`src/rtl/odo_div_mon.sv`:
```
// rtl/odo_div_mon.sv - divided-clock monitor: period/high-time measurement, lock, error and timeout flags
module odo_div_mon #(
    parameter int DIV    = 9,
    parameter int CNT_W  = 8,
    parameter int LOCK_N = 4,
    parameter int TMO    = 2*DIV+2
) (
    input  logic             clk,
    input  logic             rst,
    input  logic             en,
    input  logic             clr,
    input  logic             clk_div_in,
    output logic [CNT_W-1:0] period,
    output logic [CNT_W-1:0] high_cnt,
    output logic             meas_valid,
    output logic             locked,
    output logic             err,
    output logic             tmo
);
    localparam int TMO_W  = $clog2(TMO + 1);
    localparam int GOOD_W = $clog2(LOCK_N + 1);
    localparam logic [CNT_W-1:0]  CNT_MAX  = {CNT_W{1'b1}};
    localparam logic [CNT_W-1:0]  DIV_C    = CNT_W'(DIV);
    localparam logic [CNT_W-1:0]  HI_FLOOR = CNT_W'(DIV / 2);
    localparam logic [CNT_W-1:0]  HI_CEIL  = CNT_W'((DIV + 1) / 2);
    localparam logic [TMO_W-1:0]  TMO_LAST = TMO_W'(TMO - 1);
    localparam logic [GOOD_W-1:0] GOOD_MAX = GOOD_W'(LOCK_N);
    localparam logic [GOOD_W-1:0] GOOD_PRE = GOOD_W'(LOCK_N - 1);

    typedef enum logic [1:0] {IDLE, WAIT_RISE, MEASURE} state_t;

    state_t            state_q, state_d;
    logic              s1_q, s2_q, s3_q;
    logic [CNT_W-1:0]  per_cnt_q, per_cnt_d;
    logic [CNT_W-1:0]  hi_cnt_q, hi_cnt_d;
    logic [TMO_W-1:0]  tmo_cnt_q, tmo_cnt_d;
    logic [GOOD_W-1:0] good_q, good_d;
    logic [CNT_W-1:0]  period_q, period_d;
    logic [CNT_W-1:0]  high_q, high_d;
    logic              mv_q, mv_d;
    logic              locked_q, locked_d;
    logic              err_q, err_d;
    logic              tmo_q, tmo_d;
    logic              rise, meas_good, timeout, err_set, tmo_set;

    assign rise      = s2_q & ~s3_q;
    assign meas_good = (per_cnt_q == DIV_C) && ((hi_cnt_q == HI_FLOOR) || (hi_cnt_q == HI_CEIL));
    assign timeout   = (tmo_cnt_q == TMO_LAST) && !rise;

    always_comb begin
        state_d   = state_q;
        per_cnt_d = per_cnt_q;
        hi_cnt_d  = hi_cnt_q;
        tmo_cnt_d = tmo_cnt_q;
        good_d    = good_q;
        period_d  = period_q;
        high_d    = high_q;
        mv_d      = 1'b0;
        locked_d  = locked_q;
        err_set   = 1'b0;
        tmo_set   = 1'b0;
        // Disable overrides everything, including a coincident rise.
        if (!en) begin
            state_d   = IDLE;
            per_cnt_d = '0;
            hi_cnt_d  = '0;
            tmo_cnt_d = '0;
            good_d    = '0;
            locked_d  = 1'b0;
        end else begin
            case (state_q)
                IDLE: begin
                    state_d   = WAIT_RISE;
                    per_cnt_d = '0;
                    hi_cnt_d  = '0;
                    tmo_cnt_d = '0;
                end
                WAIT_RISE: begin
                    if (rise) begin
                        state_d   = MEASURE;
                        per_cnt_d = CNT_W'(1);
                        hi_cnt_d  = CNT_W'(1);
                        tmo_cnt_d = '0;
                    end else if (timeout) begin
                        tmo_set   = 1'b1;
                        good_d    = '0;
                        locked_d  = 1'b0;
                        tmo_cnt_d = '0;
                    end else begin
                        tmo_cnt_d = tmo_cnt_q + 1'b1;
                    end
                end
                MEASURE: begin
                    if (rise) begin
                        // The rise cycle itself opens the next window (s2 is high there).
                        period_d  = per_cnt_q;
                        high_d    = hi_cnt_q;
                        mv_d      = 1'b1;
                        per_cnt_d = CNT_W'(1);
                        hi_cnt_d  = CNT_W'(1);
                        tmo_cnt_d = '0;
                        if (meas_good) begin
                            good_d   = (good_q == GOOD_MAX) ? good_q : good_q + 1'b1;
                            locked_d = (good_q >= GOOD_PRE);
                        end else begin
                            good_d   = '0;
                            locked_d = 1'b0;
                            err_set  = 1'b1;
                        end
                    end else if (timeout) begin
                        state_d   = WAIT_RISE;
                        tmo_set   = 1'b1;
                        good_d    = '0;
                        locked_d  = 1'b0;
                        tmo_cnt_d = '0;
                    end else begin
                        if (per_cnt_q != CNT_MAX) per_cnt_d = per_cnt_q + 1'b1;
                        if (s2_q && (hi_cnt_q != CNT_MAX)) hi_cnt_d = hi_cnt_q + 1'b1;
                        tmo_cnt_d = tmo_cnt_q + 1'b1;
                    end
                end
                default: state_d = IDLE;
            endcase
        end
        err_d = err_set | (err_q & ~clr);
        tmo_d = tmo_set | (tmo_q & ~clr);
    end

    always_ff @(posedge clk) begin
        if (rst) begin
            state_q   <= IDLE;
            s1_q      <= 1'b0;
            s2_q      <= 1'b0;
            s3_q      <= 1'b0;
            per_cnt_q <= '0;
            hi_cnt_q  <= '0;
            tmo_cnt_q <= '0;
            good_q    <= '0;
            period_q  <= '0;
            high_q    <= '0;
            mv_q      <= 1'b0;
            locked_q  <= 1'b0;
            err_q     <= 1'b0;
            tmo_q     <= 1'b0;
        end else begin
            state_q   <= state_d;
            s1_q      <= clk_div_in;
            s2_q      <= s1_q;
            s3_q      <= s2_q;
            per_cnt_q <= per_cnt_d;
            hi_cnt_q  <= hi_cnt_d;
            tmo_cnt_q <= tmo_cnt_d;
            good_q    <= good_d;
            period_q  <= period_d;
            high_q    <= high_d;
            mv_q      <= mv_d;
            locked_q  <= locked_d;
            err_q     <= err_d;
            tmo_q     <= tmo_d;
        end
    end

    assign period     = period_q;
    assign high_cnt   = high_q;
    assign meas_valid = mv_q;
    assign locked     = locked_q;
    assign err        = err_q;
    assign tmo        = tmo_q;
endmodule

```
`config.mk`:
```
export PLATFORM = sky130hd
export DESIGN_NAME = odo_div_mon
export DESIGN_NICKNAME = d
export VERILOG_FILES = /design/src/rtl/odo_div_mon.sv
export SDC_FILE = /design/constraint.sdc
export NUM_CORES = 1
export LEC_CHECK = 0
export CAP_MARGIN = 20
export CELL_PAD_IN_SITES_DETAIL_PLACEMENT = 1
export CELL_PAD_IN_SITES_GLOBAL_PLACEMENT = 1
export CORE_AREA = 2 2 86 88
export DETAILED_ROUTE_END_ITERATION = 7
export DIE_AREA = 0 0 88 90
export MAX_ROUTING_LAYER = met4
export PLACE_DENSITY_LB_ADDON = 0.12
export SETUP_SLACK_MARGIN = 0.15
export SYNTH_ARGS = -nofsm -noshare
export SYNTH_HDL_FRONTEND = slang
export SYNTH_SLANG_ARGS = --single-unit
```
`constraint.sdc`:
```
create_clock -name clk -period 1.85 [get_ports clk]
set_input_delay 0.2775 -clock clk [delete_from_list [all_inputs] [get_ports clk]]
set_output_delay 0.2775 -clock clk [all_outputs]
set_load 0.02 [all_outputs]
```
* Word-level counts from Yosys, hierarchy flattened *
Cells that the tools add are included.

storage, ports and cells
  bits in registers = 49

cells by class
  multiplexer cells = 36
  add/subtract/negate cells = 4
  reductions and logical operators = 18
  eq/ne operators = 17
  order comparisons = 1
  bitwise operators = 9

operators with widths
  cell                                                  number
  2-to-1 mux 8 bit                                      7
  case mux 8 bit (3 select lines)                       2
  adder 8 x 1 -> 8 bit (second input constant)          2
  equality test 8 x 3 -> 1 bit (second input constant)  2
  inequality test 8 bit (second input constant)         2
  2-to-1 mux 3 bit                                      5
  2-to-1 mux 1 bit                                      13
  2-to-1 mux 5 bit                                      2
  case mux 5 bit (2 select lines)                       1
  inequality test 3 bit (second input constant)         3
  AND reduction 3 bit                                   3
  equality test 8 x 4 -> 1 bit (second input constant)  1
  inequality test 2 bit (second input constant)         4
  AND reduction 4 bit                                   2
  2-to-1 mux 2 bit                                      3
  case mux 2 bit (3 select lines)                       1
  case mux 3 bit (2 select lines)                       1
  adder 5 x 1 -> 5 bit (second input constant)          1
  equality test 5 bit (second input constant)           1
  inequality test 4 bit (second input constant)         1
  inverter 1 bit                                        4
  nonzero test 2 bit                                    2
  OR reduction 2 bit                                    2
  adder 3 x 1 -> 3 bit (second input constant)          1
  14 further kinds                                      19

* Depth between registers and ports, before layout *
Gate-level depths: netlist (run 1).

  word-level depth = 9
  mapped depth = 8
  gate-level depth less buffers = 7

* Worst setup path before layout (run 1) *
OpenSTA, ideal clock, no wires.

  kind = flip-flop to flip-flop
  start = register state_q[0]
  end = register per_cnt_q[1]
  library setup time = 0.071 ns
  arrival time = 1.939 ns
  stages on the path, launching flop included = 8
  slack = -0.159 ns
  clock period less this slack = 2.009 ns
  cell sequence = dfxtp_1 -> ha_1 -> clkbuf_1 -> or2_2 -> a211oi_2 -> nor2_1 -> or3_1 -> a21oi_1

between the ends
  cells in the longest elaborated chain, start to end = 3
  elaborated cells on any way between the ends = 9
  those cells by class = eq/ne (5); mux (1); reduce/logical (3)

ends and longest elaborated chain
  element                                                  RTL line  RTL
  start, declared                                          32        state_t state_q, state_d;
  start signal, assigned                                   146       state_q <= state_d;
  equality test 2 bit (tied with other cells)              71        case (state_q)
  inequality test 3 bit (no line) (tied with other cells)  n/a
  AND reduction 4 bit (no line)                            n/a
  end signal, assigned                                     150       per_cnt_q <= per_cnt_d;
  end, declared                                            34        logic [CNT_W-1:0] per_cnt_q, per_cnt_d;

Several ways; a longest one is shown, not always the timed one.
A chain may end at the register's enable or synchronous reset.

* Worst setup path in the final report (run 1) *
  start = register per_cnt_q[6]
  end = register good_q[0]

between the ends
  cells in the longest elaborated chain, start to end = 5
  elaborated cells on any way between the ends = 7
  those cells by class = eq/ne (2); mux (3); reduce/logical (2)

ends and longest elaborated chain
  element                          RTL line  RTL
  equality test 8 x 4 -> 1 bit *   47        assign meas_good = (per_cnt_q == DIV_C) && ((hi_cnt_q == HI_FLOOR) || (hi_cnt_q == HI_CEIL));
  logical AND 1 bit *              47
  2-to-1 mux 3 bit                 102       if (meas_good) begin
  2-to-1 mux 3 bit                 94        if (rise) begin
  case mux 3 bit (2 select lines)  71
  end signal, assigned             153       good_q <= good_d;
  end, declared                    37        logic [GOOD_W-1:0] good_q, good_d;

Every way passes the cells marked *; elsewhere a longest branch is shown, timed or not.

==> results.toml, run 1 <==
[layout]
fin_util = 0.507
drive_above_1_share = 0.320
nNetsFinal = 390
area_growth_pct = 48.2
num-fill-cells = 830
diodes = 0

[synth]
synthTopCellsByCount = "dfxtp_1, nand2_1, a21oi_1"
synth_fa_ha_area_frac = 0.0729
async_reset_ff_frac = 0
synth_top_family_by_area = "simple AND/OR/NAND/NOR gates"
synth_area_leader_cell = "dfxtp_1"
synth-edff-count = 0
synth_cells = 293
ys_ff_latch = 49
ys_seq_area_frac = 0.408
synth_ff_type = "dfxtp_1"
synth_warnings = 0
syn_area_per_cell_um2 = 8.20
synth.area.top_cells = "dfxtp_1, ha_1, nand2_1"
netlist_area_um2 = 2400
synth_xor_area_frac = 0.0146
synth_compound_area_frac = 0.202
synth_cell_type_count = 45
yosysMostFrequentCell = "dfxtp_1"
synthMuxAreaShare = 0.00833
synth_top_area_frac = 0.408
syn_nets = 312
synth-simple-area-share = 0.250

[routing]
firstDrtPassIters = 4
drt-total-wl_mm = 7.21
vias_per_cell = 5.11
drt_iter0_markers = 106
wl_per_cell_um = 15.3
vias = 2407
final_antenna_net_count = 0
drc_errors = 0

[sta]
final-setup-viol-count = 5
fin_ws_ns = -0.0991
clock.fmax_ghz = 0.513
finalCritPeriodShare = 1.05
rsz0062_at_grt = "true"
hold_viol = 0
skew_ns = 0.0127
tightest_slew_ns = 0.465
max_slew_margin = 0.689
maxSlewViolCount = 0
fin_crit_ns = 1.95

[global_routing]
grt_max_degree = 21
grt-ovfl-total = 0
grt_pass1_wl_mm = 11.4
track_usage = 0.183
antenna_found_initial = 0
grt_pass1_vias = 2398

[critical_path]
worstPathMaxFanout = 3
start_kind = "flop"
cp.arrival_ns = 2.20
crit_required_ns = 2.10
critPathKind = "reg2reg"
cp-end-kind = "flop"

[clocking]
cts_hold_buf = 0
path_clk_slew_ns = 0.10
clk_path_buf_depth = 2
cts_tree = "yes"
clk_latency_ns = 0.31
htreeDepth = 2
cts-root-buf = "clkbuf_8"
clock-sinks = 49
numCtsBuffers = 5

[power]
p_int_mw = 1.44
leakage_nw = 1.29
p_seq_frac = 0.548
ir_worst_vdd_mv = 0.275
switching_share = 0.260
comb_power_share = 0.117
fin_total_pwr_mw = 1.95
power_switching_mw = 0.507
power_density_nw_per_um2 = 547
clock_power_share = 0.334

[placement]
post-place-ws_ns = -0.0705
numPortBuffers = 24
dpl.hpwl_mm = 4.88
gp_congestion = 0.821

[worst_hold_path]
worstHoldPathType = "reg2reg"

[die]
rows = 31
die_width_um = 88
initial_core_util = 0.342
die_h_um = 90
die-area_um2 = 7920
core_area_um2 = 7020
io_pins = 25

[job]
drv_cap = 0

[run_status]
violations = "setup timing"
status = "finished, violations left"
[cell families after synthesis]
kind of cell    after synthesis
flops                        49
compound gates               75
simple gates                121
mux                           2
xor+xnor                      4
buf+inv                      28
fa+ha+maj                    14
[final cells by class]
class                      count  area, um2  share of cell area
multi-input combinational    216       1550               0.435
clock buffer                   6       72.6              0.0204
timing repair buffer          87        754               0.212
tap                           99        124              0.0348
inverter                      12       47.5              0.0134
sequential                    49        997               0.280
clock inverter                 2       15.0             0.00422
[path summary, 6_finish.rpt]
path | startpoint | end | slack [ns] | cells after the start
max | per_cnt_q[6] | good_q[0] | -0.1 | 6
min | s1_q | s2_q | 0.45 | 1
max reg2reg | per_cnt_q[6] | good_q[0] | -0.1 | 6
min reg2reg | s1_q | s2_q | 0.45 | 1
[metal layers]
layer  wire, um  up-vias  global-route usage  part of all wire
li1           -     1195                   -                 -
met2       3590       30               0.295              0.50
met4         94        0              0.0538             0.013
met1       3360     1170               0.233              0.47
met3        167       12              0.0294             0.023
met5          0        -                   -                 0
[power groups by stage]
| stage | logic, mW | registers (mW) | clock network, mW |
|---|---|---|---|
| after global routing | 0.247 | 1.07 | 0.712 |
| after floorplan | 0.0864 | 1.09 | 0 |
| after CTS | 0.189 | 1.07 | 0.670 |
| after detailed placement | 0.155 | 1.09 | 0 |
| final | 0.228 | 1.07 | 0.651 |
| after global placement | 0.153 | 1.09 | 0 |
[state kept, by name, summed over array words and instances (netlist names)]
signal and flops:
err 1, good_q 3, hi_cnt_q 8, high_cnt 8, locked 1, meas_valid 1, per_cnt_q 8, period 8
s1_q 1, s2_q 1, s3_q 1, state_q 2, tmo 1, tmo_cnt_q 5
[per-stage QoR]
stage | std cells | hold WS [ns] | setup TNS, ns | cell area [um2]
floorplan | 293 | 0.406 | 0 | 2440
global placement | 443 | 0.443 | -0.194 | 3050
detailed placement | 443 | 0.444 | -0.401 | 3050
CTS | 461 | 0.454 | -0.368 | 3370
global route | 471 | 0.469 | -0.834 | 3560
finish | 471 | 0.451 | -0.416 | 3560
[worst max-delay path: stages, from the launching register on]
cell	delay (ns)
dfxtp_2	0.33
or4b_4	0.53
nor4b_2	0.22
nand4_1	0.18
buf_4	0.19
and4bb_2	0.31
a22o_1	0.14
[what timing repair did]
item	CTS	global route
setup buffers	10	10
resized for setup	37	25
pin swaps	22	18
endpoints found under the setup margin	26	26
[cells in the final DEF (no fill, tap or decap), types with 5 or more instances in the layout]
cell type and instances:
inv_1 10, nor2_1 19, o211ai_1 9, nor2b_1 6, clkbuf_8 5, o21ai_1 5, ha_4 5, clkdlybuf4s50_1 24
o31ai_1 5, nand2_1 46, buf_6 9, o21ai_0 7, dfxtp_1 42, nand3_1 14, nand4_1 5, a21oi_1 22
ha_1 8, buf_4 53
(Power assumes the default switching activity.)
==> run 2, diff against run 1 <==
ABC_AREA = 1   (was default)
CORE_AREA = 2 2 89 91   (was 2 2 86 88)
DIE_AREA = 0 0 91 93   (was 0 0 88 90)
==> results.toml, run 2 <==
[run_status]
status = "completed"

[sta]
maxSlewViolCount = 0
tightest_slew_ns = 0.341
skew_ns = 0.00822
clock.fmax_ghz = 0.623
final-setup-viol-count = 0
rsz0062_at_grt = "false"
finalCritPeriodShare = 0.868
max_slew_margin = 0.771
fin_crit_ns = 1.61
hold_viol = 0
fin_tns_setup_ns = 0

[critical_path]
cp_slowest_cell = "dfxtp_2"
slowest_delay_ns = 0.37
path_cells = "inv_2 > ha_4 > a21oi_4 > nand2_2 > nor2_4 > nand2_1 > nand2_1 > nor2_1"
cp-end-kind = "flop"
critPathKind = "reg2reg"
rr_startpoint = "state_q[1]"
crit_required_ns = 2.04
crit_top_cell = "nand2_1"
r2r_slack_ns = 0.24
cp_top_family = "simple AND/OR/NAND/NOR gates"
crit_start = "state_q[1]"
crit_buf_inv = 1
worstPathMaxFanout = 7
cp.arrival_ns = 1.80
start_kind = "flop"

[synth]
synth-edff-count = 0
synth_cell_type_count = 30
ys_ff_latch = 49
async_reset_ff_frac = 0
synth_top_area_frac = 0.387
synthTopCellsByCount = "nand2_1, nor2_1, dfxtp_1"
netlist_area_um2 = 2540
syn_area_per_cell_um2 = 6.95
ys_seq_area_frac = 0.387
synth_area_leader_cell = "dfxtp_1"
syn_nets = 384
synth_ff_type = "dfxtp_1"
yosysMostFrequentCell = "nand2_1"
synth_cells = 365
synth.area.top_cells = "dfxtp_1, nand2_1, nor2_1"
synth_warnings = 0

[worst_hold_path]
worstHoldPathType = "reg2reg"
min-delay-start = "s1_q"

[layout]
num-fill-cells = 974
finalNonFillerCells = 503
nNetsFinal = 419
seqCellArea_um2 = 988
final_common_cell = "nand2_1"
area_growth_pct = 23.1
multi_input_area_um2 = 1400
drive_above_1_share = 0.137
final_cell_mix = "nand2_1, nor2_1, dfxtp_1, inv_1, nand3_1"
diodes = 0

[die]
io_pins = 25
die_h_um = 93
core_area_um2 = 7530
die-area_um2 = 8460
die_width_um = 91
initial_core_util = 0.337
rows = 32

[global_routing]
grt_max_degree = 22
grt-ovfl-total = 0
grt_pass1_wl_mm = 11.4
grtUsageMet3 = 0.0250
track_usage = 0.171
busiest_layer = "met2"
grt_pass1_vias = 2418
use_met1 = 0.206
grtUsageMet2 = 0.301
antenna_found_initial = 0

[clocking]
clock-sinks = 49
cts-root-buf = "clkbuf_8"
cts_tree = "yes"
clk_latency_ns = 0.30
clk_path_buf_depth = 2
numCtsBuffers = 5
path_clk_slew_ns = 0.08
htreeDepth = 2

[power]
ir_worst_vdd_mv = 0.229
leakage_nw = 1.21
power_density_nw_per_um2 = 630

[routing]
final_antenna_net_count = 0
firstDrtPassIters = 4
vias_per_cell = 4.74
drt-total-wl_mm = 6.81
wl_per_cell_um = 13.5
drc_errors = 0
drt_iter0_markers = 119
vias = 2383

[placement]
dpl.hpwl_mm = 5.18
gp_congestion = 0.799
numPortBuffers = 24
dp.cells = 489

[job]
drv_cap = 0
[run 2: logic make-up (layout without fill, tap and decap cells)]
group           Yosys count  in the layout  synth area share
simple gates            199            199             0.344
buf+inv                  53             89            0.0843
flops                    49             49             0.387
compound gates           46             46             0.102
fa+ha+maj                14             14            0.0690
xor+xnor                  4              4            0.0138
[run 2: through the flow]
stage                     total power, mW  hold WS [ns]  setup slack [ns]  area [um2]   util
after global placement               1.33         0.401            0.0718        2910  0.387
final                                1.97         0.412             0.245        3120  0.415
after floorplan                      1.27         0.384             0.314        2540      -
after global routing                 2.08         0.430             0.145        3120  0.415
after CTS                            1.97         0.415             0.155        3040  0.403
after detailed placement             1.33         0.407            0.0200        2910  0.387
[run 2: repair_timing]
| item | in CTS | in global routing |
|---|---|---|
| setup endpoints to repair | 31 | 19 |
| hold buffers | 0 | 0 |
| buffers inserted | 2 | 4 |
| pin swaps | 0 | 4 |
| gates resized for setup | 6 | 15 |
[run 2: area by class of cell]
type | count | area share
clock buffer | 6 | 0.0232
tap | 102 | 0.0408
timing repair buffer | 38 | 0.115
multi-input combinational | 263 | 0.449
clock inverter | 2 | 0.00320
sequential | 49 | 0.316
inverter | 43 | 0.0525
[run 2: worst min-delay path: stages (launching register included)]
cell and delay, ns:
dfxtp_1 0.31, inv_1 0.04, nor2_1 0.03
[run 2: power breakdown]
group	internal, mW	total (mW)	switching [mW]
clock	0.263	0.615	0.352
combinational	0.103	0.259	0.156
sequential	1.07	1.09	0.0241
[run 2: final timing paths]
| path | to | cells past startpoint |
|---|---|---|
| max reg2reg | per_cnt_q[1] | 8 |
| max | per_cnt_q[1] | 8 |
| min reg2reg | s2_q | 2 |
| min | s2_q | 2 |
[run 2: metal layers]
metal  vias up  part of all wire
met2        26              0.49
li1       1231                 -
met3         8             0.020
met5         -                 0
met4         0             0.012
met1      1118              0.48
==> run 3, diff against run 2 <==
clock period = 1.9 ns   (was 1.85 ns; I/O delays follow)
==> results.toml, run 3 (synthesis gave the netlist of run 2 again) <==
[clocking]
cts-root-buf = "clkbuf_8"
htreeDepth = 2
clock-sinks = 49
path_clk_slew_ns = 0.09
cts_tree = "yes"
cts_hold_buf = 0
clk_path_buf_depth = 2
numCtsBuffers = 5
clk_latency_ns = 0.30

[global_routing]
grt_max_degree = 22
grt-ovfl-total = 0
track_usage = 0.170
grt_pass1_wl_mm = 11.3
grt_pass1_vias = 2377
antenna_found_initial = 0

[sta]
tightest_slew_ns = 0.322
fin_tns_setup_ns = 0
max_slew_margin = 0.783
rsz0062_at_grt = "true"
maxSlewViolCount = 0
whs_ns = 0.417
final-setup-viol-count = 0
fin_ws_ns = 0.285
fin_crit_ns = 1.62
finalCritPeriodShare = 0.850
skew_ns = 0.00569
hold_viol = 0
clock.fmax_ghz = 0.619

[placement]
dpl.hpwl_mm = 5.05
numPortBuffers = 24
post-place-ws_ns = 0.0991
dp.cells = 487
gp_congestion = 0.802

[layout]
area_growth_pct = 20.8
final_common_cell = "nand2_1"
num-fill-cells = 1001
seqCellArea_um2 = 985
multi_input_area_um2 = 1360
final_cell_mix = "nand2_1, nor2_1, dfxtp_1, inv_1, nand3_1"
diodes = 0
nNetsFinal = 415
drive_above_1_share = 0.116
finalNonFillerCells = 499

[die]
io_pins = 25
die_h_um = 93
core_area_um2 = 7530
die_width_um = 91
rows = 32
initial_core_util = 0.337
die-area_um2 = 8460

[routing]
vias = 2350
drc_errors = 0
drt_iter0_markers = 87
wl_per_cell_um = 13.3
vias_per_cell = 4.71
drt-total-wl_mm = 6.66
firstDrtPassIters = 4
final_antenna_net_count = 0

[critical_path]
cp.arrival_ns = 1.82
crit_required_ns = 2.10
start_kind = "flop"
critPathKind = "reg2reg"
worstPathMaxFanout = 7
cp-end-kind = "flop"

[power]
fin_total_pwr_mw = 1.98
ir_worst_vdd_mv = 0.298
power_density_nw_per_um2 = 645
leakage_nw = 1.19

[run_status]
status = "completed"

[worst_hold_path]
worstHoldPathType = "reg2reg"

[job]
drv_cap = 0
-- run 3: cell count changes in the layout (fill, tap and decap cells not counted), sizes merged --
cell	previous run	this run
clkbuf	6	7
buf	14	10
clkinv	2	1
-- run 3: report_power, final --
part	internal [mW]	switching [mW]	total, mW	leakage, nW
logic	0.0892	0.146	0.235	0.739
clock network	0.330	0.350	0.679	0.0542
registers	1.04	0.0206	1.06	0.397
total	1.46	0.516	1.98	1.19
-- run 3: path summary, 6_finish.rpt --
kind	start	endpoint	slack [ns]	cells after the start
setup / recovery	state_q[1]	per_cnt_q[6]	0.28	8
hold / removal	s1_q	s2_q	0.42	2
setup reg to reg	state_q[1]	per_cnt_q[6]	0.28	8
hold reg to reg	s1_q	s2_q	0.42	2
-- run 3: stage by stage --
stage | instance area, um2 | utilization
final | 3060 | 0.407
after floorplan | 2540 | -
after global placement | 2900 | 0.385
after detailed placement | 2900 | 0.385
after global routing | 3060 | 0.407
after CTS | 3030 | 0.403
-- run 3: repair_timing --
action	4_1_cts	5_1_grt
pin swaps	0	3
setup endpoints to repair	15	34
buffers inserted	2	2
gates resized for setup	2	8
cloned	0	0
hold endpoints to repair	0	0
-- run 3: metal layers --
| metal | vias up | GRT usage | wire length [um] |
|---|---|---|---|
| li1 | 1216 | - | - |
| met1 | 1101 | 0.213 | 3290 |
| met2 | 28 | 0.292 | 3170 |
| met3 | 5 | 0.0266 | 140 |
| met4 | 0 | 0.0341 | 58 |
| met5 | - | - | 0 |
-- run 3: critical path: stages, from the launching register on --
cell,delay (ns)
dfxtp_2,0.35
inv_1,0.09
ha_2,0.24
a21oi_4,0.21
nand2_2,0.14
nor2_4,0.22
nand2_1,0.11
nand2_2,0.11
nor2_1,0.05
-- run 3: layout make-up --
cell class / instances / area share
Clock inverter: 1 / 0.00163
Inverter: 43 / 0.0527
Timing Repair Buffer: 34 / 0.107
Sequential cell: 49 / 0.321
Tap cell: 102 / 0.0416
Multi-Input combinational cell: 263 / 0.444
Clock buffer: 7 / 0.0314
